File: config.mk
export PLATFORM = sky130hd
export DESIGN_NAME = uart_tx_cfg
export DESIGN_NICKNAME = d
export VERILOG_FILES = /design/src/rtl/uart_tx_cfg.sv
export SDC_FILE = /design/constraint.sdc
export NUM_CORES = 1
export LEC_CHECK = 0
export BUFFER_PORTS_ARGS = -buffer_cell sky130_fd_sc_hd__buf_2
export CAP_MARGIN = 15
export CORE_ASPECT_RATIO = 1.1
export CORE_MARGIN = 2
export CORE_UTILIZATION = 35
export CTS_BUF_LIST = sky130_fd_sc_hd__clkbuf_16
export DETAILED_ROUTE_END_ITERATION = 10
export SLEW_MARGIN = 20
export SYNTH_ARGS = -nofsm -noshare
export SYNTH_HDL_FRONTEND = slang
export SYNTH_SLANG_ARGS = --single-unit
File: constraint.sdc
create_clock -name CLK -period 3.1 [get_ports CLK]
set_input_delay 0.93 -clock CLK [delete_from_list [all_inputs] [get_ports CLK]]
set_output_delay 0.93 -clock CLK [all_outputs]
set_load 0.1 [all_outputs]
File: src/rtl/uart_tx_cfg.sv
// uart_tx_cfg: per-frame configurable UART transmitter with one-entry holding register; UART_TX_BREAK_EN adds a break generator
module uart_tx_cfg #(
  parameter int MAX_WIDTH  = 8,
  parameter int PRESCALE_W = 16
) (
  input  logic                  CLK,
  input  logic                  RST,
  input  logic [MAX_WIDTH-1:0]  P_Data,
  input  logic                  Data_Valid,
  output logic                  Data_Ready,
  input  logic [3:0]            Data_Len,
  input  logic                  PAR_EN,
  input  logic                  PAR_TYP,
  input  logic                  STOP2,
  input  logic [PRESCALE_W-1:0] Baud_Div,
`ifdef UART_TX_BREAK_EN
  input  logic                  Send_Break,
`endif
  output logic                  TX_Out,
  output logic                  Busy,
  output logic                  Frame_Done
);
  typedef enum logic [2:0] {
    ST_IDLE, ST_START, ST_DATA, ST_PARITY, ST_STOP1, ST_STOP2
`ifdef UART_TX_BREAK_EN
    , ST_BREAK
`endif
  } state_t;
  localparam logic [3:0] MW = 4'(MAX_WIDTH);
  state_t                state, state_n;
  logic [PRESCALE_W-1:0] cnt, cnt_n, cur_div, hold_div;
  logic [3:0]            bit_idx, bit_n, eff_len, cur_len, hold_len;
  logic [MAX_WIDTH-1:0]  sh, sh_n, masked, hold_data;
  logic                  hold_full, hold_par_en, hold_par, hold_stop2;
  logic                  cur_par_en, cur_par, cur_stop2;
  logic                  xfer, load, eof, tick, tx_n, done_n, brk;
  assign Data_Ready = !hold_full && !brk;
  assign xfer       = Data_Valid && Data_Ready;
  assign Busy       = (state != ST_IDLE) || hold_full;
  assign tick       = cnt == cur_div;
  // Clamp the requested length and drop data bits beyond it
  always_comb begin
    eff_len = (Data_Len < 4'd5 || Data_Len > MW) ? MW : Data_Len;
    masked  = '0;
    for (int i = 0; i < MAX_WIDTH; i++) masked[i] = (4'(i) < eff_len) & P_Data[i];
  end
  // Holding register: captures data and frame config together, parity precomputed
  always_ff @(posedge CLK or posedge RST)
    if (RST) begin
      hold_full   <= 1'b0;
      hold_data   <= '0;
      hold_len    <= MW;
      hold_par_en <= 1'b0;
      hold_par    <= 1'b0;
      hold_stop2  <= 1'b0;
      hold_div    <= '0;
    end else if (xfer) begin
      hold_full   <= 1'b1;
      hold_data   <= masked;
      hold_len    <= eff_len;
      hold_par_en <= PAR_EN;
      hold_par    <= ^masked ^ PAR_TYP;
      hold_stop2  <= STOP2;
      hold_div    <= Baud_Div;
    end else if (load) hold_full <= 1'b0;
  // Next-state, baud/bit counters, shifter and registered line value
  always_comb begin
    state_n = state;
    cnt_n   = tick ? '0 : cnt + PRESCALE_W'(1);
    bit_n   = bit_idx;
    sh_n    = sh;
    load    = 1'b0;
    eof     = 1'b0;
    done_n  = 1'b0;
    case (state)
      ST_IDLE: begin
        cnt_n = '0;
        if (hold_full) begin
          state_n = ST_START;
          load    = 1'b1;
        end
`ifdef UART_TX_BREAK_EN
        else if (Send_Break) state_n = ST_BREAK;
`endif
      end
      ST_START: if (tick) begin
        state_n = ST_DATA;
        bit_n   = '0;
      end
      ST_DATA: if (tick) begin
        sh_n  = sh >> 1;
        bit_n = bit_idx + 4'd1;
        if (bit_idx == cur_len - 4'd1) state_n = cur_par_en ? ST_PARITY : ST_STOP1;
      end
      ST_PARITY: if (tick) state_n = ST_STOP1;
      ST_STOP1: if (tick) begin
        if (cur_stop2) state_n = ST_STOP2;
        else eof = 1'b1;
      end
      ST_STOP2: eof = tick;
`ifdef UART_TX_BREAK_EN
      ST_BREAK: begin
        cnt_n = '0;
        if (!Send_Break) state_n = ST_STOP1;
      end
`endif
      default: state_n = ST_IDLE;
    endcase
    if (eof) begin
      done_n  = !brk;
      state_n = hold_full ? ST_START : ST_IDLE;
      load    = hold_full;
    end
    if (load) sh_n = hold_data;
    tx_n = (state_n == ST_START) ? 1'b0 : (state_n == ST_DATA) ? sh_n[0] :
           (state_n == ST_PARITY) ? cur_par : 1'b1;
`ifdef UART_TX_BREAK_EN
    if (state_n == ST_BREAK) tx_n = 1'b0;
`endif
  end
  // State, counters, shifter, active frame config and registered outputs
  always_ff @(posedge CLK or posedge RST)
    if (RST) begin
      state      <= ST_IDLE;
      cnt        <= '0;
      bit_idx    <= '0;
      sh         <= '0;
      cur_len    <= MW;
      cur_par_en <= 1'b0;
      cur_par    <= 1'b0;
      cur_stop2  <= 1'b0;
      cur_div    <= '0;
      TX_Out     <= 1'b1;
      Frame_Done <= 1'b0;
    end else begin
      state      <= state_n;
      cnt        <= cnt_n;
      bit_idx    <= bit_n;
      sh         <= sh_n;
      TX_Out     <= tx_n;
      Frame_Done <= done_n;
      if (load) begin
        cur_len    <= hold_len;
        cur_par_en <= hold_par_en;
        cur_par    <= hold_par;
        cur_stop2  <= hold_stop2;
        cur_div    <= hold_div;
      end
`ifdef UART_TX_BREAK_EN
      else if (state == ST_IDLE && state_n == ST_BREAK) begin
        cur_stop2 <= 1'b0;
        cur_div   <= hold_div;
      end
`endif
    end
`ifdef UART_TX_BREAK_EN
  // Break sequence flag: covers BREAK and its trailing stop bit
  always_ff @(posedge CLK or posedge RST)
    if (RST) brk <= 1'b0;
    else brk <= (state_n == ST_BREAK) || (brk && state_n != ST_IDLE);
`else
  assign brk = 1'b0;
`endif
endmodule

==> impl_metrics.toml, run 1 <==
[logic_synthesis]
synth_area_mm2 = 0.004155
yosysSeqAreaShare_pct = 53.09
synth_cells = 456
ys_ff_latch = 88
ys_types = 45
synthTopCellsByArea = "dfrtp_1, nand2_1, xor2_1"
synth_area_per_cell_um2 = 9.112
yosys.area.top_type = "dfrtp_1"
yosys_warnings = 0
synth.net_count = 493
synth_top_area_share_pct = 51.19

[global_route]
grt_max_degree = 42
antenna_found_initial = 0
grt_pass1_wl_um = 14750
grt_overflow = 0
grt_use_total_pct = 14.65
grt_pass1_vias = 3120

[die]
start_util_pct = 36.00
ios = 38
die-area_mm2 = 0.01276
die_h_um = 118.3
placementRows = 41
coreArea_mm2 = 0.01154
die_w_um = 107.9

[worst_setup_path]
crit_fanout = 15
arrival_ns = 1.63
critical_path_class = "flop to output pin"
startpoint_type = "flop"
cp-end-kind = "output pin"
cp.required_ns = 2.17

[clocking]
cts_buffers = 9
cts_root_buffer = "clkbuf_16"
ctsResizeCount = 0
clock_sinks = 88
cts_setup_buffers = 0
path_clk_slew_ns = 0.07
h-tree-depth = 3
cts.path.max_buffers = 2
cts_tree = "built"
ctsHoldBuffers = 0
insertion_delay_ns = 0.34

[timing]
relSlewSlack_pct = 37.75
whs_ns = 0.4550
worst_slew_pin_slew_ns = 0.9315
fin_crit_ns = 2.558
final_max_slew_viol_count = 0
fmax_ghz = 0.3909
timing_hold_violations_final = 0
setup_viol_count_final = 0
post-route-period-util_pct = 82.52
tns_ns = 0
skew_ns = 0.007939
rsz0062_at_grt = "no"

[drt]
wl_um = 8271
first_iter_violations = 198
postRouteAntennaNets = 0
drc_errors = 0
dr_total_vias = 3088
first_pass_iters = 4
drt-wirelength-per-cell_um = 12.78
viasPerCell = 4.773

[power_and_ir_drop]
power.density_mw_per_mm2 = 891.2
ir_drop_uv = 340.6
power.total_mw = 4.270
total_leakage_power_nw = 2.416

[placed_design]
post-dp-hpwl_um = 5948
portBuffers = 37
gp_congestion = 0.8826
dp.cells = 631

[cells_and_area]
nets = 529
drive_gt1_share_pct = 14.69
area_delta_synth_final_pct = 15.30
n_fill_cell = 1170
diodes = 0
instances_no_fill = 647

[job]
max-cap-violations = 0

[run_status]
run_status = "complete, no violations"

[min_path]
hold_path.class = "flop to flop"
==> worst max-delay path: stages, from the launching register on <==
cell and delay, ns:
dfrtp_1 0.62, nor3_1 0.11, nand2_1 0.13, buf_2 0.43
==> layout by cell type, fill, tap and decap left out, types with 3 or more instances in the layout <==
cell type and n:
nand3_1 12, nor4_2 4, a21oi_1 11, dfstp_2 3, dfrtp_1 85, or3_1 3, o21ai_1 6, xnor2_1 13
nand2_1 164, nor3_1 8, a21o_1 7, ha_1 3, a22o_1 8, o21ai_0 19, inv_1 13, a31oi_1 3
buf_4 4, nor2_1 24, clkbuf_16 9, xor2_1 26, buf_2 37, clkinvlp_4 4
==> synthesized netlist by cell type <==
library cell,count
nand2_1,164
dfrtp_1,85
xor2_1,26
nor2_1,24
o21ai_0,19
inv_1,14
xnor2_1,13
nand3_1,12
a21oi_1,11
clkbuf_1,10
a22o_1,8
nor3_1,8
a21o_1,7
o21ai_1,6
nor4_2,4
a31oi_1,3
buf_2,3
dfstp_2,3
ha_1,3
or3_1,3
and3_1,2
buf_4,2
buf_6,2
nand4_1,2
nor2b_1,2
a211o_1,1
a21o_4,1
a22oi_1,1
and2_1,1
and2_4,1
and4_1,1
mux2i_1,1
nand4_2,1
nor2_4,1
nor4_1,1
o211a_1,1
o211ai_1,1
o211ai_2,1
o21a_1,1
o22ai_1,1
o31a_1,1
o32ai_1,1
or2_2,1
or4_1,1
xor3_1,1
==> path summary, 6_finish.rpt <==
kind / endpoint / cells past startpoint / slack, ns / startpoint
worst max-delay path: Busy / 3 / 0.54 / state[0]
max in group asynchronous: hold_div[1] / 3 / 1.73 / RST
worst max register to register: sh[5] / 7 / 0.64 / cnt[2]
worst min-delay path: cur_len[3] / 2 / 0.45 / hold_len[3]
min in group asynchronous: state[2] / 2 / 0.69 / RST
worst min register to register: cur_len[3] / 2 / 0.45 / hold_len[3]
==> registers in the layout, indices dropped and copies added (netlist names), 3 cells and up <==
register / count
cur_len: 4
hold_data: 8
hold_div: 16
state: 3
cur_div: 16
hold_len: 4
bit_idx: 4
sh: 8
cnt: 16
==> power by group <==
group | switching [mW] | internal (mW)
clock | 0.449 | 0.624
combinational | 0.761 | 0.506
sequential | 0.341 | 1.59
total | 1.55 | 2.72
==> layer usage <==
layer  vias up  track usage (%)  share of wire (%)
met5         -                0                  0
met4         0            6.651                2.4
met3        12            2.648                2.9
met2        51            22.01                 44
met1      1461            20.51                 50
li1       1564                -                  -
==> cell type report <==
type	count	area (um2)	share of cell area, %
Clock inverter	7	71.32	1.489
Timing Repair Buffer	42	235.2	4.910
Clock buffer	9	225.2	4.701
Tap cell	150	187.7	3.917
Sequential cell	88	2206	46.04
Inverter	14	56.30	1.175
Multi-Input combinational cell	337	1809	37.76
==> cell families after synthesis <==
| logic type | synth area share (%) |
|---|---|
| xor gates and xnor gates | 8.793 |
| and+or+nand+nor | 23.58 |
| adders and majority gates | 0.9034 |
| AOI/OAI and AO/OA | 9.967 |
| buffers and inverters | 3.433 |
| muxes | 0.2409 |
| DFF | 53.09 |
==> stage by stage <==
| step | util, % | instance area (um2) | setup slack (ns) |
|---|---|---|---|
| finish | 41.51 | 4791 | 0.5418 |
| floorplan | - | 4159 | 0.3378 |
| global route | 41.51 | 4791 | 0.4738 |
| CTS | 41.51 | 4791 | 0.5461 |
| global placement | 38.94 | 4494 | 0.7090 |
| detailed placement | 38.94 | 4494 | 0.6356 |
Power figures use the tool's default switching activity.
==> run 2, diff against run 1 <==
==> constraint.sdc (replaced) <==
create_clock -name CLK -period 2.47 [get_ports CLK]
set_input_delay 0.741 -clock CLK [delete_from_list [all_inputs] [get_ports CLK]]
set_output_delay 0.741 -clock CLK [all_outputs]
set_load 0.1 [all_outputs]
==> run 2 against run 1 <==
Against the previous run: count of clock-buffer cells in the layout did not move; final cell count rose by 0.31%; final area fell by 0.29%; critical path depth did not move; utilization fell by 0.12 points; total power rose by 22%; routed wire length fell by 1.1%; clock skew fell by 0.0025 ns; combinational power rose by 32%; sequential power rose by 24%; critical endpoint unchanged.
==> impl_metrics.toml, run 2 (same netlist as run 1, synthesis figures left out) <==
[cells_and_area]
drive_gt1_share_pct = 14.83
post-route-util_pct = 41.39
instances_no_fill = 649
design_area_mm2 = 0.004777
layout_commonest_cell = "nand2_1"
reg_top3 = "cnt x16, cur_div x16, hold_div x16"
area_delta_synth_final_pct = 14.97
diodes = 0
nets = 534
final_cell_mix = "nand2_1, dfrtp_1, buf_2, xor2_1, nor2_1"

[run_status]
run_status = "complete, no violations"

[timing]
rsz0062_at_grt = "no"
skew_ns = 0.005412
setup_viol_count_final = 0
timing_hold_violations_final = 0
worst_slew_pin_slew_ns = 0.5233
whs_ns = 0.4539
final_max_slew_viol_count = 0
tns_ns = 0
post-route-period-util_pct = 95.57
post-route-worst-setup-slack_ns = 0.1094
fin_crit_ns = 2.361
relSlewSlack_pct = 65.04
fmax_ghz = 0.4236

[global_route]
antenna_found_initial = 0
grt_max_degree = 48
grt_pass1_vias = 3050
grt_overflow = 0
grt_use_total_pct = 14.14
grt_pass1_wl_um = 14480

[placed_design]
gp_congestion = 0.8862
portBuffers = 37
place_ws_ns = 0.1667
dp.cells = 636
post-dp-hpwl_um = 5914
place_area_mm2 = 0.004534

[worst_setup_path]
slowest_stage = "dfrtp_1"
crit_fanout = 10
cpLargestDelayFamily = "simple AND/OR/NAND/NOR gates"
path_cells = "nor3_1, nand2_2, buf_2"
critical_path_class = "flop to output pin"
arrival_ns = 1.62
cp.required_ns = 1.73
worstPathBufferInverterCount = 1
critical-path-max-stage-delay_ns = 0.48
startpoint_type = "flop"
cp-end-kind = "output pin"

[clocking]
cts_setup_buffers = 0
cts_buffers = 9
ctsHoldBuffers = 0
ctsResizeCount = 0
h-tree-depth = 3
clock_sinks = 88
insertion_delay_ns = 0.33
cts.path.max_buffers = 2
path_clk_slew_ns = 0.06
cts_root_buffer = "clkbuf_16"
cts_tree = "built"

[die]
coreArea_mm2 = 0.01154
die_h_um = 118.3
placementRows = 41
ios = 38
start_util_pct = 36.00
die-area_mm2 = 0.01276
die_w_um = 107.9

[drt]
wl_um = 8177
drt-wirelength-per-cell_um = 12.60
first_iter_violations = 125
drc_errors = 0
dr_total_vias = 3075
first_pass_iters = 4
viasPerCell = 4.738
postRouteAntennaNets = 0

[power_and_ir_drop]
power.density_mw_per_mm2 = 1092
power.total_mw = 5.216
ir_drop_uv = 462.0
total_leakage_power_nw = 2.434

[min_path]
hold_path.class = "input pin to async pin"

[job]
max-cap-violations = 0
run 2: routing by layer:
metal	track usage [%]	vias up	share of wire (%)
met5	0	-	0
met4	6.170	0	1.7
met3	3.420	9	3.9
met2	20.28	66	44
met1	20.21	1435	50
li1	-	1565	-
run 2: power breakdown:
group	switching [mW]	internal (mW)	total [mW]
Combinational	1.00	0.674	1.68
Sequential	0.391	2.00	2.39
Clock	0.500	0.653	1.15
Total	1.89	3.32	5.22
run 2: final cells by class:
class	count	area, um2
repair buffers	47	272.8
multi-input cells	337	1812
flip-flops and latches	88	2206
well taps	150	187.7
clock buffers	9	225.2
inverters	14	56.30
clock inverters	4	17.52
fillers	1152	6765
run 2: worst register-to-register path: cells and delay by family, from the launching register on:
kind                      cells  cell delay [ns]
and+or+nand+nor               3             0.99
xor gates and xnor gates      1             0.17
buffers and inverters         1             0.24
DFF                           1             0.43
AOI/OAI and AO/OA             3             0.44
run 2: path summary, 6_finish.rpt:
| kind | startpoint | slack [ns] | depth (start not counted) | end |
|---|---|---|---|---|
| setup / recovery | state[2] | 0.11 | 3 | Busy |
| hold / removal | RST | 0.45 | 2 | bit_idx[1] |
| setup reg to reg | cnt[2] | 0.14 | 8 | sh[4] |
| hold reg to reg | hold_len[3] | 0.45 | 2 | cur_len[3] |
| max in group asynchronous | RST | 1.35 | 3 | TX_Out |
| min in group CLK | hold_len[3] | 0.45 | 2 | cur_len[3] |
